`src/rtl/alu_sched_pkg.sv`:
```
// Shared definitions for the ALU scheduler: opcode constants, FSM state encoding, arbitration helper.
// Latency: none (constants and pure functions only).
// Backpressure: not applicable.
package alu_sched_pkg;

    // Opcodes understood by the downstream ALU; anything above OP_MAX is rejected.
    localparam logic [5:0] OP_ADD = 6'd0;
    localparam logic [5:0] OP_SUB = 6'd1;
    localparam logic [5:0] OP_MUL = 6'd2;
    localparam logic [5:0] OP_DIV = 6'd3;
    localparam logic [5:0] OP_AND = 6'd4;
    localparam logic [5:0] OP_OR  = 6'd5;
    localparam logic [5:0] OP_XOR = 6'd6;
    localparam logic [5:0] OP_SHL = 6'd7;
    localparam logic [5:0] OP_CMP = 6'd8;
    localparam logic [5:0] OP_MAX = 6'd8;

    // Wait counter width: latencies up to 15 cycles.
    localparam int CNT_W = 4;

    typedef enum logic [1:0] {
        ST_IDLE = 2'd0,
        ST_WAIT = 2'd1,
        ST_RESP = 2'd2
    } state_t;

    // Opcode outside the supported set.
    function automatic logic op_illegal(input logic [5:0] op);
        return (op > OP_MAX);
    endfunction

    // Winner of a 2-way request: the priority holder if it asks, else the other one.
    function automatic logic arb_pick(input logic [1:0] vld, input logic prio);
        return vld[prio] ? prio : ~prio;
    endfunction

endpackage

```
`src/rtl/alu_sched_arb.sv`:
```
// 2-way requester arbiter with a priority pointer; round-robin when ALU_SCHED_RR_EN is defined, else requester 0 always wins.
// Latency: grant is combinational from valid; the pointer updates on the accepting edge.
// Backpressure: grants nothing while en_i is low, so requests simply stall.
module alu_sched_arb
    import alu_sched_pkg::*;
(
    input  logic       clk,
    input  logic       rst,
    input  logic       en_i,
    input  logic [1:0] req_vld_i,
    input  logic       accept_i,
    output logic [1:0] gnt_o,
    output logic       gnt_id_o
);

    logic prio_q;
    logic prio_d;

    // Combinational winner and one-hot grant, gated by the enable.
    always_comb begin
        gnt_id_o = arb_pick(req_vld_i, prio_q);
        gnt_o    = 2'b00;
        if (en_i && (|req_vld_i)) begin
            gnt_o = gnt_id_o ? 2'b10 : 2'b01;
        end
    end

    // Pointer next state: hand priority to the loser, or pin it to requester 0.
    always_comb begin
`ifdef ALU_SCHED_RR_EN
        prio_d = accept_i ? ~gnt_id_o : prio_q;
`else
        prio_d = accept_i ? 1'b0 : prio_q;
`endif
    end

    // Pointer register; reset points priority at requester 0.
    always_ff @(posedge clk or posedge rst) begin
        if (rst) begin
            prio_q <= 1'b0;
        end else begin
            prio_q <= prio_d;
        end
    end

endmodule

```
`src/rtl/alu_scheduler.sv`:
```
// Shares one external ALU between two requesters, one operation in flight; optional ALU_SCHED_RR_EN selects round-robin.
// Latency: response LAT (LAT_DIV for divide) edges after acceptance; illegal op / divide-by-zero respond on the acceptance edge.
// Backpressure: req_ready only in IDLE; the response is held until rsp_ready, requests stall meanwhile.
module alu_scheduler
    import alu_sched_pkg::*;
#(
    parameter int LAT     = 1,
    parameter int LAT_DIV = 4
) (
    input  logic        clk,
    input  logic        rst,
    input  logic [1:0]  req_valid,
    output logic [1:0]  req_ready,
    input  logic [15:0] req_a,
    input  logic [15:0] req_b,
    input  logic [11:0] req_op,
    output logic [7:0]  alu_a,
    output logic [7:0]  alu_b,
    output logic [5:0]  alu_op,
    input  logic [7:0]  alu_result,
    output logic        rsp_valid,
    input  logic        rsp_ready,
    output logic        rsp_id,
    output logic [7:0]  rsp_data,
    output logic        rsp_err
);

    localparam logic [CNT_W-1:0] LAT_CNT     = LAT[CNT_W-1:0];
    localparam logic [CNT_W-1:0] LAT_DIV_CNT = LAT_DIV[CNT_W-1:0];

    state_t           state_q, state_d;
    logic [CNT_W-1:0] cnt_q, cnt_d;
    logic [7:0]       alu_a_q, alu_a_d;
    logic [7:0]       alu_b_q, alu_b_d;
    logic [5:0]       alu_op_q, alu_op_d;
    logic             rsp_id_q, rsp_id_d;
    logic [7:0]       rsp_data_q, rsp_data_d;
    logic             rsp_err_q, rsp_err_d;

    logic [1:0] gnt;
    logic       gnt_id;
    logic       accept;
    logic       in_idle;
    logic [7:0] sel_a;
    logic [7:0] sel_b;
    logic [5:0] sel_op;
    logic       sel_div;
    logic       sel_bad_op;
    logic       sel_err;

    assign in_idle = (state_q == ST_IDLE);
    assign accept  = |(req_valid & req_ready);

    alu_sched_arb u_arb (
        .clk       (clk),
        .rst       (rst),
        .en_i      (in_idle),
        .req_vld_i (req_valid),
        .accept_i  (accept),
        .gnt_o     (gnt),
        .gnt_id_o  (gnt_id)
    );

    // Pick the granted requester's lane and classify its opcode.
    always_comb begin
        sel_a      = gnt_id ? req_a[15:8]  : req_a[7:0];
        sel_b      = gnt_id ? req_b[15:8]  : req_b[7:0];
        sel_op     = gnt_id ? req_op[11:6] : req_op[5:0];
        sel_div    = (sel_op == OP_DIV);
        sel_bad_op = op_illegal(sel_op);
        sel_err    = sel_bad_op || (sel_div && (sel_b == 8'h00));
    end

    // FSM state register.
    always_ff @(posedge clk or posedge rst) begin
        if (rst) begin
            state_q <= ST_IDLE;
        end else begin
            state_q <= state_d;
        end
    end

    // FSM next state: errors skip WAIT, the counter expiring ends WAIT, rsp_ready ends RESP.
    always_comb begin
        state_d = state_q;
        case (state_q)
            ST_IDLE: begin
                if (accept) begin
                    state_d = sel_err ? ST_RESP : ST_WAIT;
                end
            end
            ST_WAIT: begin
                if (cnt_q <= 1) begin
                    state_d = ST_RESP;
                end
            end
            ST_RESP: begin
                if (rsp_ready) begin
                    state_d = ST_IDLE;
                end
            end
            default: state_d = ST_IDLE;
        endcase
    end

    // FSM outputs: grants only while idle, response valid only in RESP.
    always_comb begin
        req_ready = 2'b00;
        rsp_valid = 1'b0;
        if (state_q == ST_IDLE) begin
            req_ready = gnt;
        end
        if (state_q == ST_RESP) begin
            rsp_valid = 1'b1;
        end
    end

    // Datapath next state: launch on accept, count down in WAIT, capture the result on the last count.
    always_comb begin
        cnt_d      = cnt_q;
        alu_a_d    = alu_a_q;
        alu_b_d    = alu_b_q;
        alu_op_d   = alu_op_q;
        rsp_id_d   = rsp_id_q;
        rsp_data_d = rsp_data_q;
        rsp_err_d  = rsp_err_q;
        case (state_q)
            ST_IDLE: begin
                if (accept) begin
                    alu_a_d   = sel_a;
                    alu_b_d   = sel_b;
                    alu_op_d  = sel_op;
                    rsp_id_d  = gnt_id;
                    cnt_d     = sel_div ? LAT_DIV_CNT : LAT_CNT;
                    rsp_err_d = sel_err;
                    // Illegal opcode reports 00, divide by zero reports FF.
                    if (sel_err) begin
                        rsp_data_d = sel_bad_op ? 8'h00 : 8'hFF;
                    end else begin
                        rsp_data_d = 8'h00;
                    end
                end
            end
            ST_WAIT: begin
                if (cnt_q != '0) begin
                    cnt_d = cnt_q - 1'b1;
                end
                if (cnt_q <= 1) begin
                    rsp_data_d = alu_result;
                end
            end
            default: begin
            end
        endcase
    end

    // Datapath registers; reset abandons any operation in flight.
    always_ff @(posedge clk or posedge rst) begin
        if (rst) begin
            cnt_q      <= '0;
            alu_a_q    <= 8'h00;
            alu_b_q    <= 8'h00;
            alu_op_q   <= 6'h00;
            rsp_id_q   <= 1'b0;
            rsp_data_q <= 8'h00;
            rsp_err_q  <= 1'b0;
        end else begin
            cnt_q      <= cnt_d;
            alu_a_q    <= alu_a_d;
            alu_b_q    <= alu_b_d;
            alu_op_q   <= alu_op_d;
            rsp_id_q   <= rsp_id_d;
            rsp_data_q <= rsp_data_d;
            rsp_err_q  <= rsp_err_d;
        end
    end

    assign alu_a    = alu_a_q;
    assign alu_b    = alu_b_q;
    assign alu_op   = alu_op_q;
    assign rsp_id   = rsp_id_q;
    assign rsp_data = rsp_data_q;
    assign rsp_err  = rsp_err_q;

endmodule
```
`config.mk`:
```
export PLATFORM = sky130hd
export DESIGN_NAME = alu_scheduler
export DESIGN_NICKNAME = d
export VERILOG_FILES = /design/src/rtl/alu_sched_pkg.sv /design/src/rtl/alu_sched_arb.sv /design/src/rtl/alu_scheduler.sv
export SDC_FILE = /design/constraint.sdc
export NUM_CORES = 1
export LEC_CHECK = 0
export BUFFER_PORTS_ARGS = -buffer_cell sky130_fd_sc_hd__buf_2
export CAP_MARGIN = 20
export CORE_MARGIN = 3
export CORE_UTILIZATION = 36
export DETAILED_ROUTE_END_ITERATION = 12
export PLACE_DENSITY_LB_ADDON = 0.05
export SYNTH_ARGS = -nofsm -noshare
export SYNTH_HDL_FRONTEND = slang
export SYNTH_SLANG_ARGS = --single-unit
```
`constraint.sdc`:
```
create_clock -name clk -period 2.5 [get_ports clk]
set_input_delay 0.75 -clock clk [delete_from_list [all_inputs] [get_ports clk]]
set_output_delay 0.75 -clock clk [all_outputs]
set_load 0.03 [all_outputs]
```
After elaboration in Yosys (flattened, before gate mapping)
Cells that the tools add are included.
{ "totals": {"register_bits": 38, "out_inout_bits": 35, "elab_cells": 54, "in_bits": 57} }
{ "classes": {"n_lt_le_gt_ge": 2, "n_addsub": 1, "bitwise_logic": 1, "n_mux": 22, "n_eq_ne": 7, "reduce_logical": 13} }
{ "ops": {"columns": ["operator", "n"], "rows": [
  ["8-bit two-way mux", 6],
  ["8-bit case mux with 2 select lines", 1],
  ["2-bit two-way mux", 7],
  ["3-bit AND reduction", 3],
  ["8-bit logical NOT", 1],
  ["4-bit two-way mux", 2],
  ["2-bit != test (second input constant)", 4],
  ["4-bit case mux with 2 select lines", 1],
  ["6-bit by 2-bit == test with 1-bit output (second input constant)", 1],
  ["6-bit by 4-bit greater-than comparator with 1-bit output (second input constant)", 1],
  ["6-bit two-way mux", 1],
  ["2-bit case mux with 3 select lines", 1],
  ["4-bit by 1-bit <= comparator with 1-bit output (second input constant)", 1],
  ["4-bit nonzero test", 1],
  ["2-bit OR reduction", 2],
  ["4-bit by 1-bit subtractor with 4-bit output (second input constant)", 1],
  ["3-bit two-way mux", 1],
  ["2-bit AND", 1],
  ["2-bit by 1-bit == test with 1-bit output (second input constant)", 1],
  ["2-bit == test (second input constant)", 1],
  ["1-bit logical AND", 2],
  ["2-bit logical NOT", 1],
  ["1-bit two-way mux", 2],
  ["2-bit AND reduction", 1],
  ["other kinds (2)", 2]
]} }

Logic depth before layout (Yosys ltp)
Gate-level depths: netlist of run 1.
{ "logic_depth": {"ltp_word": 8, "depth_mapped": 7, "ltp_nobuf": 6} }

Cells and area by module
Synthesis of run 1 repeated with hierarchy kept, for this count alone.
{ "unflattened": {"cells_unflattened": 198, "hier_area_um2": 2003.2} }
{ "by_module_without_submodules": {"columns": ["mod", "area_each_um2", "cells_each", "instances", "seq_area_each_um2"], "rows": [
  ["alu_scheduler", 1983.2, 195, 1, 950.9],
  ["alu_sched_arb", 20.0, 3, 1, 0.0]
]} }

Least setup slack after synthesis of run 1
Ideal clock, no wire load.
{ "synth_path": {"path_kind": "input-to-output", "from": "input port req_valid[0]", "to": "output port req_ready[1]", "slack_ns": 0.054, "required_time_ns": 1.750, "arrival_ns": 1.696, "stages": 5, "n_path_buf": 2, "path_cell_list": "or2_4 -> nand2_1 -> buf_2 -> clkbuf_1 -> nor2_1"} }
{ "synth_via": {"elab_chain_len": 4, "word_cells_on_any_way": 5, "classes_between": "mux: 3; reduce/logical: 2"} }
{ "synth_rtl": {"columns": ["item", "line", "text"], "rows": [
  ["start: declaration", "alu_scheduler.sv:12", "input logic [1:0] req_valid,"],
  ["2-bit OR reduction", "alu_sched_arb.sv:23", "if (en_i && (|req_vld_i)) begin"],
  ["1-bit logical AND", "alu_sched_arb.sv:23", null],
  ["2-bit two-way mux (*)", "alu_sched_arb.sv:23", null],
  ["2-bit two-way mux (*)", "alu_scheduler.sv:110", "if (state_q == ST_IDLE) begin"],
  ["end: declaration", "alu_scheduler.sv:13", "output logic [1:0] req_ready,"]
]} }
Mark *: on every way between the ends. The rest lies on a longest branch, timed or not.

Worst setup path in the final report of run 1
{ "layout_path": {"from": "input port req_valid[0]", "to": "output port req_ready[0]"} }
Same word-level chain as after synthesis.

==> flow_summary.json, run 1 <==
{
  "status": "completed",
  "yosys.cell_types.count": 40,
  "dp_hpwl_mm": 3.840,
  "die_h_um": 80.60,
  "crit_type": "in -> out",
  "antenna_found_initial": 0,
  "port_buffers": 91,
  "skew_ns": 0.01210,
  "gr-total-overflow": 0,
  "final_common_cell": "buf_2",
  "start_util_pct": 38.25,
  "nFillCells": 519,
  "insertedDiodeCount": 0,
  "seqCellArea_um2": 950.9,
  "drt_first_pass_iters": 4,
  "dp_slack_ns": 0.3054,
  "setup_slack_ns": 0.3053,
  "drc": 0,
  "swShare_pct": 46.76,
  "power.total_w": 0.003170,
  "numCtsBuffers": 5,
  "drive_above_1_share_pct": 38.23,
  "rsz0062_at_grt": "false",
  "pin_count": 92,
  "cp_data_required_time_ns": 1.75,
  "cp_max_fo": 28,
  "synth-edff-count": 0,
  "tightest_slew_ns": 0.4891,
  "relSlewSlack_pct": 67.39,
  "p_leak_nw": 1.312,
  "area_growth_pct": 31.85,
  "pwr-share-seq_pct": 33.3,
  "setup_tns_ns": 0,
  "powerDensity_mw_per_mm2": 1200,
  "cts.clk_slew.worst_paths_ns": 0.07,
  "syn_inst": 201,
  "p_int_w": 0.001688,
  "ys_seq_elements": 38,
  "cts_tree": "done",
  "cts.sinks": 38,
  "hold_buffers": 0,
  "multi_input_area_um2": 972.2,
  "synth_warnings": 0,
  "cts_resized": 0,
  "crit_start": "req_valid[0]",
  "netSwitchingPower_w": 0.001482,
  "avgSynthCellArea_um2": 9.966,
  "core-area_mm2": 0.005238,
  "worstHoldPathType": "reg -> reg",
  "clk_path_buf_depth": 2,
  "min_period_ns": 2.195,
  "fmax_mhz": 455.6,
  "final_cell_mix": "buf_2, dfrtp_1, nand2_1, mux2i_1, o21ai_0",
  "grt_pass1_vias": 1760,
  "post-route-period-util_pct": 87.79,
  "drt_iter0_drc": 74,
  "num_vias": 1784,
  "hold_start": "alu_b[0]",
  "synth_nets": 261,
  "ant_nets": 0,
  "final_net_count": 352,
  "drt-total-wl_mm": 5.128,
  "gp_congestion": 0.7271,
  "setup_viol": 0,
  "cap_violations": 0,
  "rr_startpoint": "cnt_q[0]",
  "die_w_um": 80.60,
  "critPathLaunchType": "input pin",
  "row_count": 26,
  "cts_max_level": 2,
  "async_reset_ff_share_pct": 100.0,
  "grt_pass1_wl_mm": 8.349,
  "grt_usage_pct": 16.80,
  "via_per_inst": 4.915,
  "combPwrFrac_pct": 50.4,
  "grt_max_degree": 47,
  "ys_seq_area_share_pct": 47.47,
  "cp.arrival_ns": 1.44,
  "hold_violations": 0,
  "insertion_delay_ns": 0.29,
  "clkPwrFrac_pct": 16.3,
  "root_buffer": "clkbuf_8",
  "fin_util_pct": 50.43,
  "worst_setup_path_end_kind": "output pin",
  "synth_flop_cell": "dfrtp_1",
  "slew_violations": 0,
  "wire_per_inst_um": 14.13,
  "cts_setup_buffers": 0,
  "die_area_mm2": 0.006496,
  "synth_area_mm2": 0.002003,
  "irDropWorstVdd_v": 0.0004595
}
[stage by stage]
stage,cells,hold WS [ns],cell area [µm²]
3_5_place_dp,355,0.4655,2531
3_3_place_gp,355,0.4564,2531
6_report,363,0.4737,2641
4_1_cts,363,0.4816,2641
5_1_grt,363,0.5009,2641
2_1_floorplan,201,0.5041,2003
[registers in the layout, summed over array words and instances, names as in the netlist]
signal / flops
alu_a: 8
alu_b: 8
rsp_data: 8
alu_op: 6
cnt_q: 4
state_q: 2
rsp_err: 1
rsp_id: 1
[layer usage]
| layer | vias up | wire [µm] | track usage (%) |
|---|---|---|---|
| met5 | - | 0 | 0 |
| met4 | 0 | 34 | 3.547 |
| met3 | 4 | 440 | 4.821 |
| met2 | 68 | 2467 | 27.65 |
| met1 | 800 | 2186 | 21.93 |
| li1 | 912 | - | - |
[final timing paths]
| path | end | slack [ns] | cells after the start |
|---|---|---|---|
| worst max-delay path | req_ready[0] | 0.31 | 4 |
| worst min-delay path | alu_b[0] | 0.47 | 2 |
| worst max register to register | state_q[1] | 0.66 | 7 |
| worst min register to register | alu_b[0] | 0.47 | 2 |
| max in group asynchronous | alu_b[4] | 1.59 | 3 |
| min in group asynchronous | alu_a[5] | 0.56 | 3 |
[area by class of cell]
cell class              count  share of cell area [%]
clock buffers               6                   2.748
clock inverters             2                   1.421
inverters                   4                  0.5685
multi-input cells         147                   36.81
flip-flops and latches     38                   36.00
well taps                  70                   3.316
repair buffers             96                   19.14
[critical path: stages]
cell	delay, ns
buf_2	0.11
buf_12	0.21
and2_1	0.17
buf_2	0.20
[cells in the mapped netlist, types with 2 or more instances]
cell type | count | area (µm²)
buf_6 | 2 | 22.52
o21ai_0 | 23 | 115.1
nor3b_1 | 2 | 15.01
nor3_1 | 4 | 20.02
clkbuf_1 | 6 | 22.52
a21oi_1 | 3 | 15.01
mux2i_1 | 23 | 230.2
inv_1 | 4 | 15.01
dfrtp_1 | 38 | 950.9
buf_2 | 4 | 20.02
nor4_1 | 3 | 18.77
o31ai_1 | 2 | 15.01
ha_1 | 3 | 37.54
nand2_1 | 31 | 116.4
and2_1 | 2 | 12.51
nor2_1 | 12 | 45.04
a31oi_1 | 16 | 100.1
[power by group through the flow]
| stage | clock, W | sequential, W | combinational [W] |
|---|---|---|---|
| 6_report | 0.000517 | 0.00106 | 0.00160 |
| 5_1_grt | 0.000565 | 0.00110 | 0.00174 |
| 4_1_cts | 0.000530 | 0.00106 | 0.00162 |
| 3_5_place_dp | 0 | 0.00107 | 0.00162 |
| 3_3_place_gp | 0 | 0.00107 | 0.00160 |
| 2_1_floorplan | 0 | 0.00157 | 0.000642 |
[cell families after synthesis]
logic type	count (synthesis)	share of synthesized area [%]
simple gates	66	16.62
compound gates	54	17.99
flops	38	47.47
mux	24	12.05
buf+inv	16	3.997
fa+ha+maj	3	1.874
Power figures use the tool's default switching activity.
==> inputs of run 2 (changes only) <==
--- a/config.mk
+++ b/config.mk
@@ -5,6 +5,7 @@
 export SDC_FILE = /design/constraint.sdc
 export NUM_CORES = 1
 export LEC_CHECK = 0
+export ABC_AREA = 1
 export BUFFER_PORTS_ARGS = -buffer_cell sky130_fd_sc_hd__buf_2
 export CAP_MARGIN = 20
 export CORE_MARGIN = 3
==> flow_summary.json, run 2 <==
{
  "drive_above_1_share_pct": 33.15,
  "root_buffer": "clkbuf_8",
  "crit_family": "simple AND/OR/NAND/NOR gates",
  "clkPwrFrac_pct": 15.6,
  "p_int_w": 0.001830,
  "ff2ff_path_depth": 7,
  "yosysMostFrequentCell": "nand2_1",
  "ys_seq_area_share_pct": 46.12,
  "synth_area_mm2": 0.002062,
  "grt_max_degree": 39,
  "slew_violations": 0,
  "via_per_inst": 4.690,
  "cp.arrival_ns": 1.47,
  "relSlewSlack_pct": 67.10,
  "grt_pass1_vias": 1939,
  "synth-edff-count": 0,
  "design_area_mm2": 0.002678,
  "fmax_mhz": 449.7,
  "numCtsBuffers": 5,
  "hold_depth": 2,
  "core-area_mm2": 0.005335,
  "min_period_ns": 2.224,
  "cap_violations": 0,
  "cts.sinks": 38,
  "final_cell_mix": "buf_2, nand2_1, dfrtp_1, nor2_1, inv_1",
  "die_w_um": 81.68,
  "rr_startpoint": "state_q[1]",
  "yosysTopAreaCell": "dfrtp_1",
  "wire_per_inst_um": 12.57,
  "post-route-period-util_pct": 88.94,
  "avgSynthCellArea_um2": 7.811,
  "dp_hpwl_mm": 3.992,
  "combPwrFrac_pct": 53.4,
  "cts.clk_slew.worst_paths_ns": 0.08,
  "crit_type": "reg -> out",
  "final_common_cell": "buf_2",
  "worstHoldEndpoint": "alu_op[3]",
  "synth_nets": 324,
  "rsz0062_at_grt": "false",
  "syn_inst": 264,
  "drt_first_pass_iters": 4,
  "skew_ns": 0.007550,
  "cp_data_required_time_ns": 1.75,
  "antenna_found_initial": 0,
  "hold_start": "alu_op[3]",
  "synth_common_cells": "nand2_1, dfrtp_1, nor2_1",
  "async_reset_ff_share_pct": 100.0,
  "cp_cell_sequence": "nor2_1, o21ai_2, nor2_1, buf_2",
  "cts_max_level": 2,
  "netlist.area_leader.share_pct": 46.12,
  "num_vias": 1998,
  "start_util_pct": 38.65,
  "row_count": 26,
  "reg2reg_to": "rsp_data[7]",
  "port_buffers": 91,
  "synth_warnings": 0,
  "insertion_delay_ns": 0.29,
  "pwr-share-seq_pct": 31.0,
  "cts_tree": "done",
  "area_growth_pct": 29.85,
  "die_h_um": 81.68,
  "drt_iter0_drc": 83,
  "gr-total-overflow": 0,
  "insertedDiodeCount": 0,
  "swShare_pct": 47.41,
  "clk_path_buf_depth": 2,
  "cp_num_buf_inv": 1,
  "ant_nets": 0,
  "final_net_count": 416,
  "grt_usage_pct": 17.22,
  "powerDensity_mw_per_mm2": 1300,
  "cp_max_fo": 4,
  "pin_count": 92,
  "nFillCells": 551,
  "crit_path_frequent_cell": "nor2_1",
  "tightest_slew_ns": 0.4935,
  "setup_tns_ns": 0,
  "critPathLaunchType": "flop",
  "setup_viol": 0,
  "ys_seq_elements": 38,
  "hold_violations": 0,
  "yosys.cell_types.count": 27,
  "crit_start": "state_q[1]",
  "synthTopCellsByArea": "dfrtp_1, nand2_1, nor2_1",
  "placed_area_mm2": 0.002565,
  "slowest_delay_ns": 0.43,
  "critical-path-slowest-cell": "dfrtp_1",
  "synth_flop_cell": "dfrtp_1",
  "worstHoldPathType": "reg -> reg",
  "status": "completed",
  "irDropWorstVdd_v": 0.0005466,
  "cts_resized": 0,
  "p_leak_nw": 1.445,
  "reg2reg_slack_ns": 0.63,
  "grt_pass1_wl_mm": 8.887,
  "worst_hold_slack_ns": 0.4901,
  "hold_buffers": 0,
  "gp_congestion": 0.7553,
  "worst_setup_path_end_kind": "output pin",
  "drc": 0,
  "die_area_mm2": 0.006672,
  "cts_setup_buffers": 0,
  "drt-total-wl_mm": 5.355,
  "netSwitchingPower_w": 0.001650
}
run 2: routing by layer:
layer / wire, µm / share of wire, % / GRT usage, %
met1: 2670 / 50 / 24.62
met2: 2200 / 41 / 26.55
met3: 433 / 8.1 / 3.618
met4: 51 / 0.95 / 4.485
met5: 0 / 0 / 0
run 2: worst max path at each step:
stage	endpoint	slack, ns	cells after the start
after detailed placement	req_ready[0]	0.32	4
final	req_ready[1]	0.28	4
after global placement	req_ready[0]	0.36	4
after CTS	req_ready[1]	0.25	4
after global routing	req_ready[1]	0.19	4
after floorplan	req_ready[1]	0.18	4
run 2: cell families after synthesis:
| family | after synthesis | share of synthesized area, % |
|---|---|---|
| fa+ha+maj | 3 | 1.821 |
| flops | 38 | 46.12 |
| xor+xnor | 2 | 0.8497 |
| simple gates | 141 | 28.82 |
| buf+inv | 34 | 8.738 |
| compound gates | 46 | 13.65 |
run 2: layout make-up:
type	count	area, µm²	share of cell area (%)
well taps	70	87.58	3.271
clock buffers	6	82.58	3.084
flip-flops and latches	38	950.9	35.51
clock inverters	1	30.03	1.121
multi-input cells	192	935.9	34.95
inverters	22	90.09	3.364
repair buffers	97	500.5	18.69
run 2: metrics by stage:
step	worst slack [ns]	util, %	total power, W	instances
global placement	0.3621	48.08	0.002949	419
finish	0.2764	50.19	0.003480	426
detailed placement	0.3170	48.08	0.002972	419
CTS	0.2506	50.19	0.003521	426
floorplan	0.1796	-	0.002455	264
global route	0.1945	50.19	0.003783	426
run 2: power by group through the flow:
stage	registers [W]	logic [W]	clock network [W]
after floorplan	0.00161	0.000846	0
after global placement	0.00110	0.00185	0
after detailed placement	0.00109	0.00188	0
after CTS	0.00108	0.00188	0.000554
after global routing	0.00112	0.00208	0.000581
final	0.00108	0.00186	0.000542
run 2: tightest hold or removal path, stage by stage, from the launching register on:
cell and delay (ns):
dfrtp_1 0.35, nand2_1 0.05, o21ai_0 0.06
==> inputs of run 3 (changes only) <==
--- a/config.mk
+++ b/config.mk
@@ -14,4 +14,5 @@
 export PLACE_DENSITY_LB_ADDON = 0.05
 export SYNTH_ARGS = -nofsm -noshare
 export SYNTH_HDL_FRONTEND = slang
+export SYNTH_HIERARCHICAL = 1
 export SYNTH_SLANG_ARGS = --single-unit
==> flow_summary.json, run 3 <==
{
  "status": "completed",
  "synth-adder-area-share_pct": 1.794,
  "drc": 0,
  "insertion_delay_ns": 0.29,
  "synth-xor-area-share_pct": 0.4187,
  "crit_type": "in -> out",
  "synth-edff-count": 0,
  "core-area_mm2": 0.005574,
  "wl_met3_um": 353,
  "worst_setup_path_end_kind": "output pin",
  "dp.cells": 444,
  "skew_ns": 0.002624,
  "grt_usage_pct": 16.35,
  "combPwrFrac_pct": 51.5,
  "cp_data_required_time_ns": 1.75,
  "cp_num_buf_inv": 5,
  "synth_flop_cell": "dfrtp_1",
  "cap_violations": 0,
  "p_int_w": 0.001719,
  "worstHoldPathType": "reg -> reg",
  "post-route-period-util_pct": 85.83,
  "synth_simple_gate_area_share_pct": 32.72,
  "relSlewSlack_pct": 64.61,
  "cp.arrival_ns": 1.40,
  "wl_met1_mm": 2.416,
  "drt_iter0_drc": 69,
  "final_cells": 452,
  "synthTopCellsByArea": "dfrtp_1, nand2_1, nor2_1",
  "yosysMostFrequentCell": "nand2_1",
  "drive_above_1_share_pct": 30.79,
  "synth_top_family_by_area": "simple AND/OR/NAND/NOR gates",
  "powerDensity_mw_per_mm2": 1205,
  "port_buffers": 91,
  "die_area_mm2": 0.006762,
  "final_net_count": 439,
  "final_cell_mix": "buf_2, nand2_1, nor2_1, dfrtp_1, inv_1",
  "hold_violations": 0,
  "insertedDiodeCount": 0,
  "critical-path-slowest-cell": "buf_2",
  "cp_cell_sequence": "buf_2, inv_2, nand3_2, inv_2, inv_1, nor2_1, buf_2",
  "cp_max_fo": 3,
  "final_common_cell": "buf_2",
  "pin_count": 92,
  "synth_area_mm2": 0.002092,
  "top_layer": "met4",
  "cts_tree": "done",
  "worst_hold_slack_ns": 0.4898,
  "netSwitchingPower_w": 0.001542,
  "synth.mux.area_fraction_pct": 0,
  "cts_setup_buffers": 0,
  "cts_max_level": 2,
  "row_count": 27,
  "area_growth_pct": 29.37,
  "async_reset_ff_share_pct": 100.0,
  "die_w_um": 82.23,
  "wire_per_inst_um": 11.88,
  "yosys.cell_types.count": 23,
  "yosysTopAreaCell": "dfrtp_1",
  "dr_wl_met2_mm": 2.486,
  "drt-total-wl_mm": 5.368,
  "gr-total-overflow": 0,
  "ys_seq_area_share_pct": 45.45,
  "slowest_delay_ns": 0.20,
  "clk_path_buf_depth": 2,
  "setup_tns_ns": 0,
  "synth_common_cells": "nand2_1, nor2_1, dfrtp_1",
  "via_per_inst": 4.628,
  "avgSynthCellArea_um2": 7.239,
  "root_buffer": "clkbuf_8",
  "syn_inst": 289,
  "dp_hpwl_mm": 3.917,
  "p_leak_nw": 1.505,
  "rsz0062_at_grt": "false",
  "ant_nets": 0,
  "drt_first_pass_iters": 4,
  "synth_nets": 349,
  "start_util_pct": 37.53,
  "min_period_ns": 2.146,
  "gp_congestion": 0.8008,
  "hold_buffers": 0,
  "cts.sinks": 38,
  "slew_violations": 0,
  "crit_family": "buffers and inverters",
  "tightest_slew_ns": 0.5296,
  "cts_resized": 0,
  "critPathLaunchType": "input pin",
  "cts.clk_slew.worst_paths_ns": 0.07,
  "pwr-share-seq_pct": 32.7,
  "ys_seq_elements": 38,
  "netlist.area_leader.share_pct": 45.45,
  "fmax_mhz": 466.0,
  "synth-compound-area-share_pct": 11.12,
  "swShare_pct": 47.30,
  "grt_pass1_vias": 1907,
  "synth_warnings": 6,
  "grt_max_degree": 42,
  "num_vias": 2092,
  "irDropWorstVdd_v": 0.0004546,
  "setup_viol": 0,
  "clkPwrFrac_pct": 15.8,
  "die_h_um": 82.23,
  "grt_pass1_wl_mm": 8.452,
  "numCtsBuffers": 5,
  "antenna_found_initial": 0
}
==> run 3: area by class of cell <==
cell class | instances | area [µm²]
timing repair buffer | 94 | 478.0
clock buffer | 5 | 68.82
clock inverter | 3 | 40.04
sequential | 38 | 950.9
inverter | 30 | 115.1
tap | 72 | 90.09
multi-input combinational | 210 | 963.4
fill | 607 | 2868
==> run 3: final timing paths <==
check,end,cells after the start,start,slack [ns]
max,req_ready[1],7,req_valid[0],0.35
min,rsp_err,2,rsp_err,0.49
max reg2reg,rsp_data[3],7,state_q[1],0.73
min reg2reg,rsp_err,2,rsp_err,0.49
max in group asynchronous,cnt_q[2],3,rst,1.61
min in group asynchronous,alu_b[0],3,rst,0.56
==> run 3: through the flow <==
stage | total power [W] | worst slack (ns) | utilization (%) | instance area (µm²)
finish | 0.003261 | 0.3543 | 48.55 | 2706
global route | 0.003522 | 0.2580 | 48.55 | 2706
CTS | 0.003310 | 0.3398 | 48.55 | 2706
detailed placement | 0.002778 | 0.3095 | 46.60 | 2597
global placement | 0.002764 | 0.3584 | 46.60 | 2597
floorplan | 0.002292 | 0.3997 | - | 2092
==> run 3: power by group through the flow <==
stage	Combinational (W)	Clock (W)	Sequential [W]
floorplan	0.000702	0	0.00159
global placement	0.00168	0	0.00108
detailed placement	0.00170	0	0.00108
CTS	0.00170	0.000536	0.00107
global route	0.00185	0.000558	0.00111
finish	0.00168	0.000516	0.00107
==> run 3: cells by family (layout without fill, tap and decap cells) <==
family          after synthesis  after routing
simple gates                165            165
compound gates               41             41
fa+ha+maj                     3              3
buf+inv                      41            132
flops                        38             38
xor+xnor                      1              1
==> run 3: metal layers <==
layer	vias to the layer above	track usage (%)
li1	1085	-
met1	943	20.01
met2	55	27.64
met3	9	4.338
met4	0	5.648
met5	-	0
==> run 3: worst reg2reg max path, delay by kind of cell (launching register included) <==
family          cells  cell delay, ns
buf+inv             2            0.28
flops               1            0.41
compound gates      2            0.45
simple gates        3            0.56
